$ cat config.mk
export PLATFORM = sky130hd
export DESIGN_NAME = vic_nested
export DESIGN_NICKNAME = d
export VERILOG_FILES = /design/src/rtl/vic_pkg.sv /design/src/rtl/vic_frame_stack.sv /design/src/rtl/vic_nested.sv
export SDC_FILE = /design/constraint.sdc
export NUM_CORES = 1
export LEC_CHECK = 0
export BUFFER_PORTS_ARGS = -buffer_cell sky130_fd_sc_hd__buf_2
export CORE_AREA = 10 10 196 198
export DETAILED_ROUTE_END_ITERATION = 10
export DIE_AREA = 0 0 206 208
export GPL_TIMING_DRIVEN = 0
export PLACE_DENSITY = 0.67
export SLEW_MARGIN = 20
export SYNTH_ARGS = -nofsm -noshare
export SYNTH_HDL_FRONTEND = slang
export SYNTH_HIERARCHICAL = 1
export SYNTH_SLANG_ARGS = --single-unit
$ cat constraint.sdc
create_clock -name clk -period 28 [get_ports clk]
set_input_delay 2.8 -clock clk [delete_from_list [all_inputs] [get_ports clk]]
set_output_delay 2.8 -clock clk [all_outputs]
set_load 0.03 [all_outputs]
$ cat src/rtl/vic_pkg.sv
// vic_pkg: shared definitions for the nested vectored interrupt controller.
//  - Register index constants for the MA-stage register port.
//  - vic_frame_t: one return frame {pc, ccodes, prio, idx} held on the nest stack.
//    The prio and idx fields are sized for the largest legal configuration
//    (PRIO_W <= 8, NUM_IRQ <= 24). Narrower builds zero-extend into them.
package vic_pkg;

  localparam int VIC_CTRL    = 0;
  localparam int VIC_ENABLE  = 1;
  localparam int VIC_PENDING = 2;
  localparam int VIC_VBASE   = 3;
  localparam int VIC_STATUS  = 4;
  localparam int VIC_PRIO0   = 8;

  localparam int VIC_PRIO_FW = 8;
  localparam int VIC_IDX_FW  = 5;

  typedef struct packed {
    logic [31:0]            pc;
    logic [3:0]             ccodes;
    logic [VIC_PRIO_FW-1:0] prio;
    logic [VIC_IDX_FW-1:0]  idx;
  } vic_frame_t;

endpackage

$ cat src/rtl/vic_frame_stack.sv
// vic_frame_stack: LIFO of interrupt return frames.
// Ports:
//  clk, rst    clock / synchronous active-high reset (empties the stack)
//  push        push push_frame (ignored when full)
//  pop         drop the top frame (ignored when empty); wins over push
//  push_frame  frame to store
//  top         current top frame ('0 when empty)
//  full/empty  occupancy flags
//  count       number of frames held (0..DEPTH)
module vic_frame_stack
  import vic_pkg::*;
#(
  parameter int DEPTH = 4,
  parameter int CNT_W = $clog2(DEPTH + 1)
) (
  input  logic             clk,
  input  logic             rst,
  input  logic             push,
  input  logic             pop,
  input  vic_frame_t       push_frame,
  output vic_frame_t       top,
  output logic             full,
  output logic             empty,
  output logic [CNT_W-1:0] count
);

  vic_frame_t       mem_q [DEPTH];
  vic_frame_t       mem_d [DEPTH];
  logic [CNT_W-1:0] cnt_q, cnt_d;

  assign full  = (cnt_q == CNT_W'(DEPTH));
  assign empty = (cnt_q == '0);
  assign count = cnt_q;

  always_comb begin
    mem_d = mem_q;
    cnt_d = cnt_q;
    if (pop && !empty) begin
      cnt_d = cnt_q - 1'b1;
    end else if (push && !full) begin
      for (int i = 0; i < DEPTH; i++)
        if (CNT_W'(i) == cnt_q) mem_d[i] = push_frame;
      cnt_d = cnt_q + 1'b1;
    end
  end

  // Top of stack is the slot just below the fill count.
  always_comb begin
    top = '0;
    for (int i = 0; i < DEPTH; i++)
      if (CNT_W'(i + 1) == cnt_q) top = mem_q[i];
  end

  always_ff @(posedge clk) begin
    if (rst) begin
      cnt_q <= '0;
      for (int i = 0; i < DEPTH; i++) mem_q[i] <= '0;
    end else begin
      cnt_q <= cnt_d;
      mem_q <= mem_d;
    end
  end

endmodule

$ cat src/rtl/vic_nested.sv
// vic_nested: nested vectored interrupt controller with programmable priority,
// preemption and a return-frame stack.
// Ports:
//  clk, rst                    clock / synchronous active-high reset
//  i_ext                       peripheral interrupt lines
//  i_pc, i_ccodes              return PC and condition codes from EX
//  i_reti, i_not_flush         RETI decoded in ID / EX holds a valid instruction
//  i_reg_addr/wdata/we         MA-stage register write port
//  o_reg_rdata                 combinational read data at i_reg_addr
//  o_ctrl, o_iaddr             1-cycle IF redirect pulse and its target
//  o_ccodes_ctrl, o_ccodes     1-cycle CCodes restore pulse and the codes (RETI)
//  o_nest                      current nesting level
// Build option: define VIC_LEVEL_TRIG_EN to make PENDING follow the i_ext
// levels directly (no edge detection, W1C ignored). Default is edge latching.
module vic_nested
  import vic_pkg::*;
#(
  parameter int NUM_IRQ    = 16,
  parameter int PRIO_W     = 2,
  parameter int NEST_DEPTH = 4,
  parameter int VEC_STRIDE = 16,
  parameter int IDX_W      = 6,
  localparam int NEST_W    = $clog2(NEST_DEPTH + 1)
) (
  input  logic               clk,
  input  logic               rst,
  input  logic [NUM_IRQ-1:0] i_ext,
  input  logic [31:0]        i_pc,
  input  logic [3:0]         i_ccodes,
  input  logic               i_reti,
  input  logic               i_not_flush,
  input  logic [IDX_W-1:0]   i_reg_addr,
  input  logic [31:0]        i_reg_wdata,
  input  logic               i_reg_we,
  output logic [31:0]        o_reg_rdata,
  output logic               o_ctrl,
  output logic [31:0]        o_iaddr,
  output logic               o_ccodes_ctrl,
  output logic [3:0]         o_ccodes,
  output logic [NEST_W-1:0]  o_nest
);

  // Register file
  logic                            gie_q, gie_d;
  logic [NUM_IRQ-1:0]              enable_q, enable_d;
  logic [NUM_IRQ-1:0]              pending_q, pending_d;
  logic [31:0]                     vbase_q, vbase_d;
  logic [NUM_IRQ-1:0][PRIO_W-1:0]  prio_q, prio_d;
  logic                            err_q, err_d;

  // Registered redirect outputs
  logic        ctrl_q, ctrl_d;
  logic [31:0] iaddr_q, iaddr_d;
  logic        cc_ctrl_q, cc_ctrl_d;
  logic [3:0]  ccodes_q, ccodes_d;

  // Arbiter
  logic [NUM_IRQ-1:0]    cand;
  logic                  best_vld;
  logic [VIC_IDX_FW-1:0] best_idx;
  logic [PRIO_W-1:0]     best_prio;
  logic [PRIO_W-1:0]     top_prio;
  logic                  take, reti_ok;

  // Frame stack
  vic_frame_t        stk_top, push_frame;
  logic              stk_full, stk_empty;
  logic [NEST_W-1:0] stk_count;
  logic [31:0]       nest_ext;

`ifndef VIC_LEVEL_TRIG_EN
  logic [NUM_IRQ-1:0] ext_prev_q, ext_prev_d;
  logic [NUM_IRQ-1:0] w1c, clr;
`endif

  vic_frame_stack #(.DEPTH(NEST_DEPTH), .CNT_W(NEST_W)) u_stack (
    .clk        (clk),
    .rst        (rst),
    .push       (take),
    .pop        (reti_ok),
    .push_frame (push_frame),
    .top        (stk_top),
    .full       (stk_full),
    .empty      (stk_empty),
    .count      (stk_count)
  );

  // Highest priority wins; strict '>' keeps the lowest index on a tie.
  always_comb begin
    cand      = pending_q & enable_q;
    best_vld  = 1'b0;
    best_idx  = '0;
    best_prio = '0;
    for (int k = 0; k < NUM_IRQ; k++) begin
      if (cand[k] && (!best_vld || prio_q[k] > best_prio)) begin
        best_vld  = 1'b1;
        best_idx  = VIC_IDX_FW'(k);
        best_prio = prio_q[k];
      end
    end
  end

  assign top_prio = stk_top.prio[PRIO_W-1:0];
  assign reti_ok  = i_reti && !stk_empty;

  // RETI blocks the take outright; the request is simply re-arbitrated next cycle.
  assign take = gie_q && best_vld && i_not_flush && !i_reti && !stk_full &&
                (stk_empty || best_prio > top_prio);

  always_comb begin
    push_frame        = '0;
    push_frame.pc     = i_pc;
    push_frame.ccodes = i_ccodes;
    push_frame.prio   = VIC_PRIO_FW'(best_prio);
    push_frame.idx    = best_idx;
  end

  // Redirect / restore pulses, registered so they appear the cycle after the event.
  always_comb begin
    ctrl_d    = 1'b0;
    iaddr_d   = '0;
    cc_ctrl_d = 1'b0;
    ccodes_d  = '0;
    err_d     = err_q | (i_reti & stk_empty);
    if (reti_ok) begin
      ctrl_d    = 1'b1;
      iaddr_d   = stk_top.pc;
      cc_ctrl_d = 1'b1;
      ccodes_d  = stk_top.ccodes;
    end else if (take) begin
      ctrl_d  = 1'b1;
      iaddr_d = vbase_q + 32'(best_idx) * 32'(VEC_STRIDE);
    end
  end

  // Register writes
  always_comb begin
    gie_d    = gie_q;
    enable_d = enable_q;
    vbase_d  = vbase_q;
    prio_d   = prio_q;
`ifndef VIC_LEVEL_TRIG_EN
    w1c      = '0;
`endif
    if (i_reg_we) begin
      case (i_reg_addr)
        IDX_W'(VIC_CTRL):    gie_d    = i_reg_wdata[0];
        IDX_W'(VIC_ENABLE):  enable_d = i_reg_wdata[NUM_IRQ-1:0];
`ifndef VIC_LEVEL_TRIG_EN
        IDX_W'(VIC_PENDING): w1c      = i_reg_wdata[NUM_IRQ-1:0];
`endif
        IDX_W'(VIC_VBASE):   vbase_d  = i_reg_wdata;
        default: ;
      endcase
      for (int k = 0; k < NUM_IRQ; k++)
        if (i_reg_addr == IDX_W'(VIC_PRIO0 + k)) prio_d[k] = i_reg_wdata[PRIO_W-1:0];
    end
  end

  // Pending latch
`ifdef VIC_LEVEL_TRIG_EN
  always_comb pending_d = i_ext;
`else
  // New edges are OR-ed in last so a same-cycle set beats W1C or a take clear.
  always_comb begin
    ext_prev_d = i_ext;
    clr        = w1c;
    for (int k = 0; k < NUM_IRQ; k++)
      if (take && best_idx == VIC_IDX_FW'(k)) clr[k] = 1'b1;
    pending_d = (pending_q & ~clr) | (i_ext & ~ext_prev_q);
  end
`endif

  always_ff @(posedge clk) begin
    if (rst) begin
      gie_q      <= 1'b0;
      enable_q   <= '0;
      pending_q  <= '0;
      vbase_q    <= '0;
      prio_q     <= '0;
      err_q      <= 1'b0;
      ctrl_q     <= 1'b0;
      iaddr_q    <= '0;
      cc_ctrl_q  <= 1'b0;
      ccodes_q   <= '0;
`ifndef VIC_LEVEL_TRIG_EN
      ext_prev_q <= '0;
`endif
    end else begin
      gie_q      <= gie_d;
      enable_q   <= enable_d;
      pending_q  <= pending_d;
      vbase_q    <= vbase_d;
      prio_q     <= prio_d;
      err_q      <= err_d;
      ctrl_q     <= ctrl_d;
      iaddr_q    <= iaddr_d;
      cc_ctrl_q  <= cc_ctrl_d;
      ccodes_q   <= ccodes_d;
`ifndef VIC_LEVEL_TRIG_EN
      ext_prev_q <= ext_prev_d;
`endif
    end
  end

  // Read mux
  assign nest_ext = 32'(stk_count);

  always_comb begin
    o_reg_rdata = '0;
    case (i_reg_addr)
      IDX_W'(VIC_CTRL):    o_reg_rdata = {31'b0, gie_q};
      IDX_W'(VIC_ENABLE):  o_reg_rdata = 32'(enable_q);
      IDX_W'(VIC_PENDING): o_reg_rdata = 32'(pending_q);
      IDX_W'(VIC_VBASE):   o_reg_rdata = vbase_q;
      IDX_W'(VIC_STATUS):  o_reg_rdata = {23'b0, err_q, stk_top.idx, nest_ext[2:0]};
      default: ;
    endcase
    for (int k = 0; k < NUM_IRQ; k++)
      if (i_reg_addr == IDX_W'(VIC_PRIO0 + k)) o_reg_rdata = 32'(prio_q[k]);
  end

  assign o_ctrl        = ctrl_q;
  assign o_iaddr       = iaddr_q;
  assign o_ccodes_ctrl = cc_ctrl_q;
  assign o_ccodes      = ccodes_q;
  assign o_nest        = stk_count;

endmodule

* Yosys cells after proc, flatten, opt, wreduce, memory -nomap -nowiden
Cells that the tools add are included.
** Storage, ports and cells
- Register bits :: 327
- Input port bits :: 95
- Output and inout port bits :: 73
- Word-level logic and storage cells :: 306
** Operators by class
- Add/sub/neg operators :: 3
- Magnitude comparators :: 16
- Equal/unequal tests :: 40
- Muxes and demuxes :: 93
- Bitwise logic cells :: 10
- Reductions and logical operators :: 101
** Operators with widths (count)
- $mux W32 :: 18
- $mux W49 :: 4
- $pmux W32 S5 :: 1
- $mux W5 :: 14
- $and A16 B16 Y16 :: 3
- $eq A6 B4 Y1 const B :: 8
- $eq A6 B5 Y1 const B :: 8
- $eq A5 B4 Y1 const B :: 8
- $logic_and A1 B1 Y1 :: 39
- $reduce_and A2 Y1 :: 19
- $mux W1 :: 36
- $add A32 B9 Y32 :: 1
- $gt A2 B2 Y1 :: 16
- $mux W16 :: 2
- $mux W2 :: 16
- $not A16 Y16 :: 2
- $eq A5 B3 Y1 const B :: 4
- $logic_not A1 Y1 :: 18
- $logic_or A1 B1 Y1 :: 16
- $or A16 B16 Y16 :: 1
- $eq A6 B2 Y1 const B :: 2
- $reduce_and A3 Y1 :: 4
- $eq A5 B2 Y1 const B :: 2
- $eq A2 B3 Y1 const A :: 2
- other kinds (17) :: 19

* Logic depth before layout (Yosys ltp)
Gate-level depths: netlist (run 1).
- Depth in word-level cells :: 72
- Gate-level depth with buffers :: 117
- Mapped depth without buffers :: 115

* Cells and area by module
The synthesis (run 1) kept the hierarchy.
** Modules (own cells, without submodules)
- vic_frame_stack :: times used 1, cells an instance 1234, area an instance 8740.9 um2, seq. area each 3983.8 um2
- vic_nested :: times used 1, cells an instance 1111, area an instance 8364.3 um2, seq. area each 3042.9 um2

* Least setup slack after synthesis (run 1)
OpenSTA, ideal clock, no wires.
- Path kind :: register -> register
- From :: register pending_q[0]
- To :: register iaddr_q[26], in the netlist o_iaddr[26]
- Setup time :: 128 ps
- Data arrival time :: 19054 ps
- Required time :: 27872 ps
- Setup slack :: 8818 ps
- Stages on the path, launching flop included :: 115
- Path buffers :: 1
- Period minus slack after synthesis :: 19182 ps
- Path through :: dfxtp_1 -> and2_1 -> nand2_1 -> ha_1 -> nor2b_1 -> o2111a_1 -> o21ai_0 -> and2_1 -> ha_1 -> nor2b_1 -> o2111ai_1 -> and2_0 -> buf_2 -> a21o_1 -> ha_1 -> nor2b_1 -> o21ai_0 -> a21oi_1 -> (+79 left out) -> ha_1 -> nand2_1 -> o21ai_0 -> a21oi_1 -> or2_2 -> ha_1 -> inv_1 -> fa_1 -> nor2b_1 -> o21ai_0 -> nand2b_1 -> and2_1 -> nand2b_1 -> nor2_1 -> nand3_1 -> nor2_1 -> xnor2_1 -> o21ai_0
** Between the ends
- Elaborated cells on any way between the ends :: 118
- Those cells by class :: add/sub (1); order compare (16); mux (49); bitwise (1); reduce/logical (51)
** RTL lines
- from (decl) :: RTL line vic_nested.sv:46 : logic [NUM_IRQ-1:0] pending_q, pending_d;
- from (signal assigned) :: RTL line vic_nested.sv:192 : pending_q <= pending_d;
- $and A16 B16 Y16 (*) :: RTL line vic_nested.sv:90 : cand = pending_q & enable_q;
- $mux W2 or $mux W1 (tied branches) :: RTL line vic_nested.sv:95 : if (cand[k] && (!best_vld || prio_q[k] > best_prio)) begin
- $gt A2 B2 Y1 or $logic_not A1 Y1 (tied branches) :: RTL line vic_nested.sv:95
- $logic_or A1 B1 Y1 :: RTL line vic_nested.sv:95
- $logic_and A1 B1 Y1 :: RTL line vic_nested.sv:95
- $mux W2 or $mux W1 (tied branches) :: RTL line vic_nested.sv:95
- $gt A2 B2 Y1 or $logic_not A1 Y1 (tied branches) :: RTL line vic_nested.sv:95
- $logic_or A1 B1 Y1 :: RTL line vic_nested.sv:95
- (+50 left out)
- $gt A2 B2 Y1 or $logic_not A1 Y1 (tied branches) :: RTL line vic_nested.sv:95
- $logic_or A1 B1 Y1 :: RTL line vic_nested.sv:95
- $logic_and A1 B1 Y1 :: RTL line vic_nested.sv:95
- $mux W5 (*) :: RTL line vic_nested.sv:95
- net best_idx[0] :: RTL line vic_nested.sv:60 : logic [VIC_IDX_FW-1:0] best_idx;
- $add A32 B9 Y32 (*) :: RTL line vic_nested.sv:132 : iaddr_d = vbase_q + 32'(best_idx) * 32'(VEC_STRIDE);
- $mux W32 (*) :: RTL line vic_nested.sv:130 : end else if (take) begin
- $mux W32 (*) :: RTL line vic_nested.sv:125 : if (reti_ok) begin
- to (signal assigned) :: RTL line vic_nested.sv:197 : iaddr_q <= iaddr_d;
- to (decl) :: RTL line vic_nested.sv:53 : logic [31:0] iaddr_q, iaddr_d;
The timed path passes the listed nets; every way through them passes the cells marked *.
A chain may end at the register's enable or synchronous reset.

* Worst setup path after layout (run 1)
- From :: register pending_q[0]
- To :: register pending_q[8]
** Between the ends
- Elaborated cells on any way between the ends :: 121
- Those cells by class :: order compare (16); eq/ne (1); mux (48); bitwise (4); reduce/logical (52)
** RTL lines
- $and A16 B16 Y16 (*) :: RTL line vic_nested.sv:90
- $mux W2 or $mux W1 (tied branches) :: RTL line vic_nested.sv:95
- $gt A2 B2 Y1 or $logic_not A1 Y1 (tied branches) :: RTL line vic_nested.sv:95
- $logic_or A1 B1 Y1 :: RTL line vic_nested.sv:95
- $logic_and A1 B1 Y1 :: RTL line vic_nested.sv:95
- $mux W2 or $mux W1 (tied branches) :: RTL line vic_nested.sv:95
- $gt A2 B2 Y1 or $logic_not A1 Y1 (tied branches) :: RTL line vic_nested.sv:95
- $logic_or A1 B1 Y1 :: RTL line vic_nested.sv:95
- (+54 left out)
- net best_prio[1] :: RTL line vic_nested.sv:61 : logic [PRIO_W-1:0] best_prio;
- $gt A2 B2 Y1 (*) :: RTL line vic_nested.sv:108 : (stk_empty || best_prio > top_prio);
- $logic_or A1 B1 Y1 (*) :: RTL line vic_nested.sv:108
- $logic_and A1 B1 Y1 (*) :: RTL line vic_nested.sv:107 : assign take = gie_q && best_vld && i_not_flush && !i_reti && !stk_full &&
- $logic_and A1 B1 Y1 (*) :: RTL line vic_nested.sv:169 : if (take && best_idx == VIC_IDX_FW'(k)) clr[k] = 1'b1;
- $mux W1 (*) :: RTL line vic_nested.sv:169
- $not A16 Y16 (*) :: RTL line vic_nested.sv:170 : pending_d = (pending_q & ~clr) | (i_ext & ~ext_prev_q);
- $and A16 B16 Y16 (*) :: RTL line vic_nested.sv:170
- $or A16 B16 Y16 (*) :: RTL line vic_nested.sv:170
Marks and branches as above.

==> results of run 1 <==
per-stage QoR:
step | area (µm²) | instances | power (W)
6_report | 18700 | 2893 | 0.000980
5_1_grt | 18700 | 2893 | 0.00101
4_1_cts | 18700 | 2892 | 0.000985
3_5_place_dp | 17500 | 2831 | 0.000526
3_3_place_gp | 17500 | 2831 | 0.000526
2_1_floorplan | 16100 | 2216 | 0.000502
layer usage:
layer | track usage | part of all wire | vias up
met1 | 0.316 | 0.39 | 7770
met3 | 0.0368 | 0.064 | 136
met5 | 0 | 0 | -
li1 | - | - | 7961
met4 | 0.110 | 0.043 | 0
met2 | 0.471 | 0.50 | 664
worst paths after layout:
path	from	end	slack [ps]	cells after the start
max	pending_q[0]	pending_q[8]	3950	107
min	ext_prev_q[12]	pending_q[12]	420	1
max reg2reg	pending_q[0]	pending_q[8]	3950	107
min reg2reg	ext_prev_q[12]	pending_q[12]	420	1
cell type report:
type | count | area [µm²] | area share
multi-input cells | 1672 | 8700 | 0.466
flip-flops and latches | 327 | 6550 | 0.351
clock buffers | 48 | 1010 | 0.0540
repair buffers | 160 | 801 | 0.0429
plain buffers | 162 | 703 | 0.0377
well taps | 455 | 569 | 0.0305
inverters | 55 | 206 | 0.0111
clock inverters | 13 | 121 | 0.00650
diodes | 1 | 2.50 | 0.000134
state kept, by name, indices dropped and copies added, names as in the netlist:
register	flops
o_ccodes_ctrl	1
ext_prev_q	16
gie_q	1
u_stack/count	3
enable_q	16
o_iaddr	32
o_ctrl	1
vbase_q	32
pending_q	16
err_q	1
u_stack/mem_q	172
o_ccodes	4
prio_q	32
where the power goes:
part	switching (W)	total (W)	leakage [nW]	internal (W)
Combinational	0.0000292	0.0000424	3.58	0.0000131
Sequential	0.00000542	0.000475	2.64	0.000469
Clock	0.000199	0.000463	0.553	0.000263
Total	0.000234	0.000980	6.78	0.000746
worst max-delay path, delay by kind of cell, from the launching register on:
kind / cells / cell delay [ps]
multiplexers: 1 / 160
flip-flops: 1 / 500
buffers and inverters: 1 / 160
AND/OR/NAND/NOR: 37 / 6100
AO/OA/AOI/OAI: 52 / 12480
adder cells (fa/ha/maj): 16 / 4480
==> metrics, run 1 <==
status complete, no violations; Pwr per Cell Area around 53 mW/mm²; Finished Core Util 0.543; DR iter-0 viols between 1000 and 1500; average wire per standard cell roughly 20 µm; Cell Area, Synth roughly 0.016 mm²; routed wire length roughly 59000 µm; CP max FO 10; Total Neg Setup Slack 0 ps; initial core utilization 0.469; share of layout cells above drive strength 1 0.118; TritonCTS Buffers 37; clk root buf clkbuf_16; Max Cap Viol 0; IO Port Bufs between 150 and 200; core box area roughly 0.034 mm²; worst-skew pair later-pin latency 550 ps; Area Overhead vs Synth 15.6%; endpoint class of the critical path register; DR vias/cell 5.71; vias in the first global route between 15000 and 20000; DIE WIDTH roughly 200 µm; Max Clk Rate about 42 MHz; DP Wirelength about 46000 µm; Worst-path clk slew around 60 ps; average size of a mapped cell about 7.3 µm²; Ys Warns 6; final worst setup slack just under 4000 ps; cts hold-fix bufs 0; fin nets between 2000 and 3000; fillers around 3400; Worst Hold Class register to register; Worst EP arrival between 20000 and 25000 ps; Slew Limit Fails 0; Final ANT Viol Nets 0; final hold slack approximately 420 ps; final setup vio count 0; pin count of the biggest net entering global routing 13; most frequent cells in the layout 629 x nand2_1, 327 x dfxtp_1, 325 x a21oi_1; CP peak stage delay approximately 950 ps; io pins between 150 and 200; VDD IR max between 40 and 50 µV; dpl ws around 4400 ps; first-pass GRT wire length 90800 µm; full die area 0.0428 mm²; final period utilization 0.859; measured slew at the worst slew-check pin ~1100 ps; clk buf depth 3; Post-Synthesis Cells between 2000 and 2500; Setup Fix Bufs, Post-CTS 0; Slew headroom 0.236; clk_skew around 24 ps; most used cell, CP ha_1; slowest CP cell a2111oi_0; number of remaining DRC errors 0; GPL Wtd Cong 0.971; Startpoint Class register; critical path data required time roughly 28000 ps; global route overflow 0; Period minus WS final 24050 ps; H-tree levels 2; First-pass DRT Iterations 6; cts repair resizes 0; Leak 6.78 nW; via count between 15000 and 20000; gr usage total 0.267; RSZ-0062 raised after global routing no; Final Hold Violating Endpoints 0; commonest non-fill, non-tap cell in the layout nand2_1; CTS tree built; WS Path Type register to register; row count just under 70; initial antenna violation count 1; # clock sinks 327; Die Ht between 200 and 250 µm
(Power assumes the default switching activity.)
==> inputs of run 2 (changes only) <==
--- a/config.mk
+++ b/config.mk
@@ -9,2 +9,3 @@
 export CORE_AREA = 10 10 196 198
+export CTS_CLUSTER_DIAMETER = 40
 export DETAILED_ROUTE_END_ITERATION = 10
==> constraint.sdc (replaced) <==
create_clock -name clk -period 24.1 [get_ports clk]
set_input_delay 7.23 -clock clk [delete_from_list [all_inputs] [get_ports clk]]
set_output_delay 7.23 -clock clk [all_outputs]
set_load 0.03 [all_outputs]
==> run 2 against run 1 <==
  * Sequential cell count did not move
  * Sequential share of layout area down 1.2 points
  * Combinational power increased by 16%
==> metrics, run 2 (synthesis results as in run 1) <==
Worst EP arrival approximately 23000 ps; met2 GRT Util 0.474; Slew headroom 0.293; met3 global-route usage 0.0398; VDD IR max about 58 µV; via count 16700; number of remaining DRC errors 0; crit path capture pending_q[9]; DR iter-0 viols about 1300; CP max FO 9; Hold Path Depth 1; CTS tree built; commonest non-fill, non-tap cell in the layout nand2_1; Crit path max-delay family compound AO/OA/AOI/OAI gates; Final ANT Viol Nets 0; cts hold-fix bufs 0; WS Path Type register to register; io pins around 170; Leak between 7 and 8 nW; Max Cap Viol 0; most frequent cells in the layout 627 x nand2_1, 327 x dfxtp_1, 323 x a21oi_1; Area Overhead vs Synth 19.7%; critical path data required time approximately 25000 ps; clk_skew approximately 16 ps; H-tree levels 2; CP peak stage delay 830 ps; max reg flops between 150 and 200; First-pass DRT Iterations 6; Multi-input gate area 0.00876 mm²; # clock sinks approximately 330; TritonCTS Buffers 48; RR Endpoint pending_q[9]; row count between 60 and 70; vias in the first global route 16400; Worst-path clk slew around 60 ps; Max Clk Rate ~44 MHz; Slew Limit Fails 0; Pwr per Cell Area 69.5 mW/mm²; endpoint class of the critical path register; full die area 0.0428 mm²; average wire per standard cell 20.6 µm; WP buf/inv 1; share of layout cells above drive strength 1 0.134; worst-skew pair later-pin latency about 570 ps; placed instance area 0.0175 mm²; gr usage total 0.269; FF+latch area 0.00655 mm²; initial core utilization 0.469; RSZ-0062 raised after global routing no; Total Neg Setup Slack 0 ps; initial antenna violation count 2; core box area 0.0344 mm²; global route overflow 0; DR vias/cell between 5 and 6; Worst Hold Class register to register; Startpoint Class register; FF-to-FF setup slack 1570 ps; CP Depth approximately 110; DIE WIDTH roughly 210 µm; fillers between 3000 and 4000; final instance area 0.0193 mm²; final period utilization 0.935; DP Wirelength ~46000 µm; met1 Use GR 0.316; clk buf depth 3; final setup vio count 0; Reg2Reg Depth 105; largest register by flop count u_stack/mem_q; most used cell, CP ha_1; crit path launch pending_q[0]; GPL Wtd Cong approximately 0.97; first-pass GRT wire length approximately 92000 µm; clk root buf clkbuf_16; IO Port Bufs between 150 and 200; GRT busiest layer met2; final hold slack 418 ps; Final Hold Violating Endpoints 0; fin nets 2558; pin count of the biggest net entering global routing 14; Period minus WS final between 20000 and 25000 ps; Die Ht 208 µm; slowest CP cell a2111oi_1; routed wire length approximately 60000 µm; status complete, no violations; measured slew at the worst slew-check pin between 1000 and 1500 ps; Hold Path Origin ext_prev_q[12]; RR Startpoint pending_q[0]
-- run 2: changes by cell type in the layout (fill, tap and decap cells not counted), sizes merged --
cell | previous run | this run
inv | 56 | 64
bufinv | 1 | 7
clkbuf | 158 | 164
clkinvlp | 2 | 6
buf | 211 | 214
clkinv | 9 | 10
diode | 1 | 2
-- run 2: worst min path at each step --
stage	to	slack, ps
3_3_place_gp	pending_q[12]	400
2_1_floorplan	pending_q[1]	400
4_1_cts	pending_q[12]	420
6_report	pending_q[12]	420
5_1_grt	pending_q[12]	430
3_5_place_dp	pending_q[12]	410
-- run 2: timing repair --
item,4_1_cts,5_1_grt
setup endpoints to repair,0,224
setup buffers,0,3
gates resized for setup,0,20
-- run 2: area by class of cell --
type                            instances  share of cell area
Antenna cell                            2            0.000259
Timing Repair Buffer                  163              0.0426
Multi-Input combinational cell       1672               0.453
Inverter                               55              0.0107
Sequential cell                       327               0.339
Clock buffer                           54              0.0660
Tap cell                              455              0.0295
Clock inverter                         32              0.0222
Buffer                                162              0.0365
-- run 2: through the flow --
step                      total power, W  cells  setup slack, ps  utilization
after floorplan                 0.000584   2216             4920            -
after global placement          0.000611   2831              826        0.510
after detailed placement        0.000612   2831              508        0.510
after CTS                        0.00135   2917              392        0.559
after global routing             0.00138   2922             64.3        0.562
final                            0.00134   2922             1570        0.562
-- run 2: worst register-to-register path: cells and delay by family (launching register included) --
family | cells | cell delay [ps]
muxes | 2 | 510
AOI/OAI and AO/OA | 47 | 10140
buffers and inverters | 1 | 160
and+or+nand+nor | 39 | 6580
DFF | 1 | 510
adders and majority gates | 16 | 4550
-- run 2: power by group --
part           internal (W)  switching [W]
registers          0.000546     0.00000639
logic             0.0000153      0.0000339
clock network      0.000462       0.000279
-- run 2: per-layer routing --
layer | vias to the layer above | part of all wire
met1 | 7947 | 0.39
met2 | 657 | 0.51
met5 | - | 0
met3 | 130 | 0.064
met4 | 0 | 0.040
li1 | 8009 | -
==> inputs of run 3 (changes only) <==
Settings changed: CORE_AREA 10 10 196 198 to 10 10 189 191, DIE_AREA 0 0 206 208 to 0 0 199 201, SYNTH_HIERARCHICAL 1 to default.
==> run 3 against run 2 <==
  * First-iteration DRC count increased by 32%
  * Sequential power increased by 1%
  * Wire length increased by 1.6%
  * Power increased by 4.4%
  * Via count decreased by 1.6%
  * Synthesized cell count decreased by 4.6%
  * Critical endpoint is now u_stack.mem_q[72]
  * Largest power group unchanged
==> metrics, run 3 <==
Reg2Reg Depth 102; endpoint class of the critical path register; sequential area share after synthesis 0.410; slowest CP cell a21oi_2; Post-synth EDFFs 0; via count about 16000; dpl ws roughly 120 ps; Final Hold Violating Endpoints 0; Die Ht about 200 µm; Crit path max-delay family compound AO/OA/AOI/OAI gates; Post-Synthesis Cells about 2100; post-synth top area share 0.410; TritonCTS Buffers 45; Leak around 7.1 nW; fillers between 3000 and 4000; VDD IR max 57.2 µV; Worst EP arrival 23190 ps; routed wire length between 60000 and 70000 µm; CP Depth ~100; Max Cap Viol 0; critical path data required time ~25000 ps; First-pass DRT Iterations 7; Final ANT Viol Nets 0; # clock sinks approximately 320; DP Wirelength 47000 µm; core box area roughly 0.032 mm²; commonest non-fill, non-tap cell in the layout nand2_1; initial core utilization 0.492; #FFs+latches synth 323; global route overflow 0; max reg flops roughly 170; Startpoint Class register; CTS tree built; average wire per standard cell 22.1 µm; DR iter-0 viols 1694; most frequent cells in the layout 542 x nand2_1, 321 x dfxtp_1, 307 x a21oi_1; first-pass GRT wire length slightly above 90000 µm; RR Endpoint u_stack.mem_q[72]; FFs w/ async S/R, synth 0; Worst-path clk slew 60 ps; share of layout cells above drive strength 1 0.130; Worst Hold End u_stack.mem_q[104]; top-count cell post-synth nand2_1; Slew headroom 0.354; largest register by flop count u_stack.mem_q; CP max FO 10; Mapped Nets around 2200; WS Path Type register to register; Slew Limit Fails 0; Multi-input gate area 0.00866 mm²; H-tree levels 2; gr usage total 0.295; cts hold-fix bufs 0; Area Overhead vs Synth 19.0%; worst-skew pair later-pin latency between 500 and 600 ps; Ys Warns 0; row count 66; Netlist cell types 81; initial antenna violation count 0; final worst setup slack about 1400 ps; full die area 0.0400 mm²; GPL Wtd Cong between 0.9 and 1; pin count of the biggest net entering global routing 13; Top FF cell, synth dfxtp_1; top cells by area, synth dfxtp_1 41%, nand2_1 13%, a21oi_1 9.8%; commonest cells in the netlist 542 x nand2_1, 323 x dfxtp_1, 310 x a21oi_1; final setup vio count 0; status complete, no violations; FF+latch area 0.00647 mm²; clk buf depth 3; Period minus WS final 22710 ps; most used cell, CP ha_1; measured slew at the worst slew-check pin around 970 ps; fin nets roughly 2500; vias in the first global route roughly 16000; RR Startpoint pending_q[0]; Finished Core Util 0.586; io pins between 150 and 200; final hold slack around 450 ps; average size of a mapped cell roughly 7.5 µm²; DIE WIDTH between 150 and 200 µm; post-synth top area cell dfxtp_1; CP peak stage delay between 400 and 500 ps; WP buf/inv 5; IO Port Bufs 166; Worst Hold Class register to register; number of remaining DRC errors 0; Hold Path Origin u_stack.mem_q[104]; DR vias/cell about 6; Pwr per Cell Area roughly 75 mW/mm²; final period utilization 0.942; diode count 0; Max Clk Rate 44.0 MHz; Cell Area, Synth about 0.016 mm²; FF-to-FF setup slack around 1400 ps; Hold Path Depth 2; clk_skew between 20 and 25 ps; clk root buf clkbuf_16
[run 3: cell types whose count changed in the layout (fill, tap and decap cells not counted), sizes merged, moves of 12 or more]
cell,change
a211oi,+16
a21oi,-12
a222oi,+12
buf,-33
clkbuf,+20
nand2,-87
nor2,+99
o21ai,-147
o22ai,+15
[run 3: worst max path at each step]
stage               slack (ps)          from                 end
floorplan                 4180  pending_q[0]         o_iaddr[30]
global placement           160   enable_q[0]         o_iaddr[30]
detailed placement         120   enable_q[0]   u_stack.mem_q[97]
CTS                         20   enable_q[0]   u_stack.mem_q[97]
global route               -50   enable_q[0]  u_stack.mem_q[103]
finish                    1390  pending_q[0]   u_stack.mem_q[72]
[run 3: kinds of logic (layout without fill, tap and decap cells)]
logic type / count (synthesis) / in the layout / synth area share
buf+inv: 194 / 443 / 0.0469
mux: 21 / 21 / 0.0138
compound gates: 594 / 594 / 0.237
simple gates: 914 / 914 / 0.246
fa+ha+maj: 38 / 38 / 0.0304
xor+xnor: 27 / 27 / 0.0150
flops: 323 / 323 / 0.410
[run 3: through the flow]
| step | power (W) | instances | TNS, ps | instance area (µm²) |
|---|---|---|---|---|
| 2_1_floorplan | 0.000658 | 2111 | 0 | 15800 |
| 3_3_place_gp | 0.000734 | 2685 | 0 | 17100 |
| 3_5_place_dp | 0.000737 | 2687 | 0 | 17100 |
| 4_1_cts | 0.00140 | 2767 | 0 | 18700 |
| 5_1_grt | 0.00144 | 2768 | -254 | 18800 |
| 6_report | 0.00140 | 2768 | 0 | 18800 |
[run 3: cell type report]
| class | instances | share of cell area |
|---|---|---|
| multi-input combinational | 1594 | 0.462 |
| tap | 408 | 0.0272 |
| clock buffer | 57 | 0.0662 |
| clock inverter | 23 | 0.0145 |
| timing repair buffer | 169 | 0.0455 |
| sequential | 323 | 0.345 |
| inverter | 55 | 0.0110 |
| buffer | 139 | 0.0293 |
[run 3: power breakdown]
group          internal [W]  switching [W]  total, W
sequential         0.000543      0.0000144  0.000558
clock              0.000411       0.000260  0.000670
combinational     0.0000362       0.000137  0.000173
[run 3: what timing repair did]
| action | CTS | global route |
|---|---|---|
| gates resized for setup | 0 | 46 |
| endpoints found under the setup margin | 0 | 178 |
| buffers inserted | 0 | 1 |
[run 3: tightest hold or removal path, stage by stage (launching register included)]
cell	delay, ps
dfxtp_1	310
nand2_1	50
a21oi_1	50
[run 3: metal layers]
layer	share of wire	track usage	routed length, µm
met1	0.42	0.386	25400
met2	0.47	0.483	28800
met3	0.083	0.0488	5060
met4	0.031	0.0976	1920
met5	0	0	0
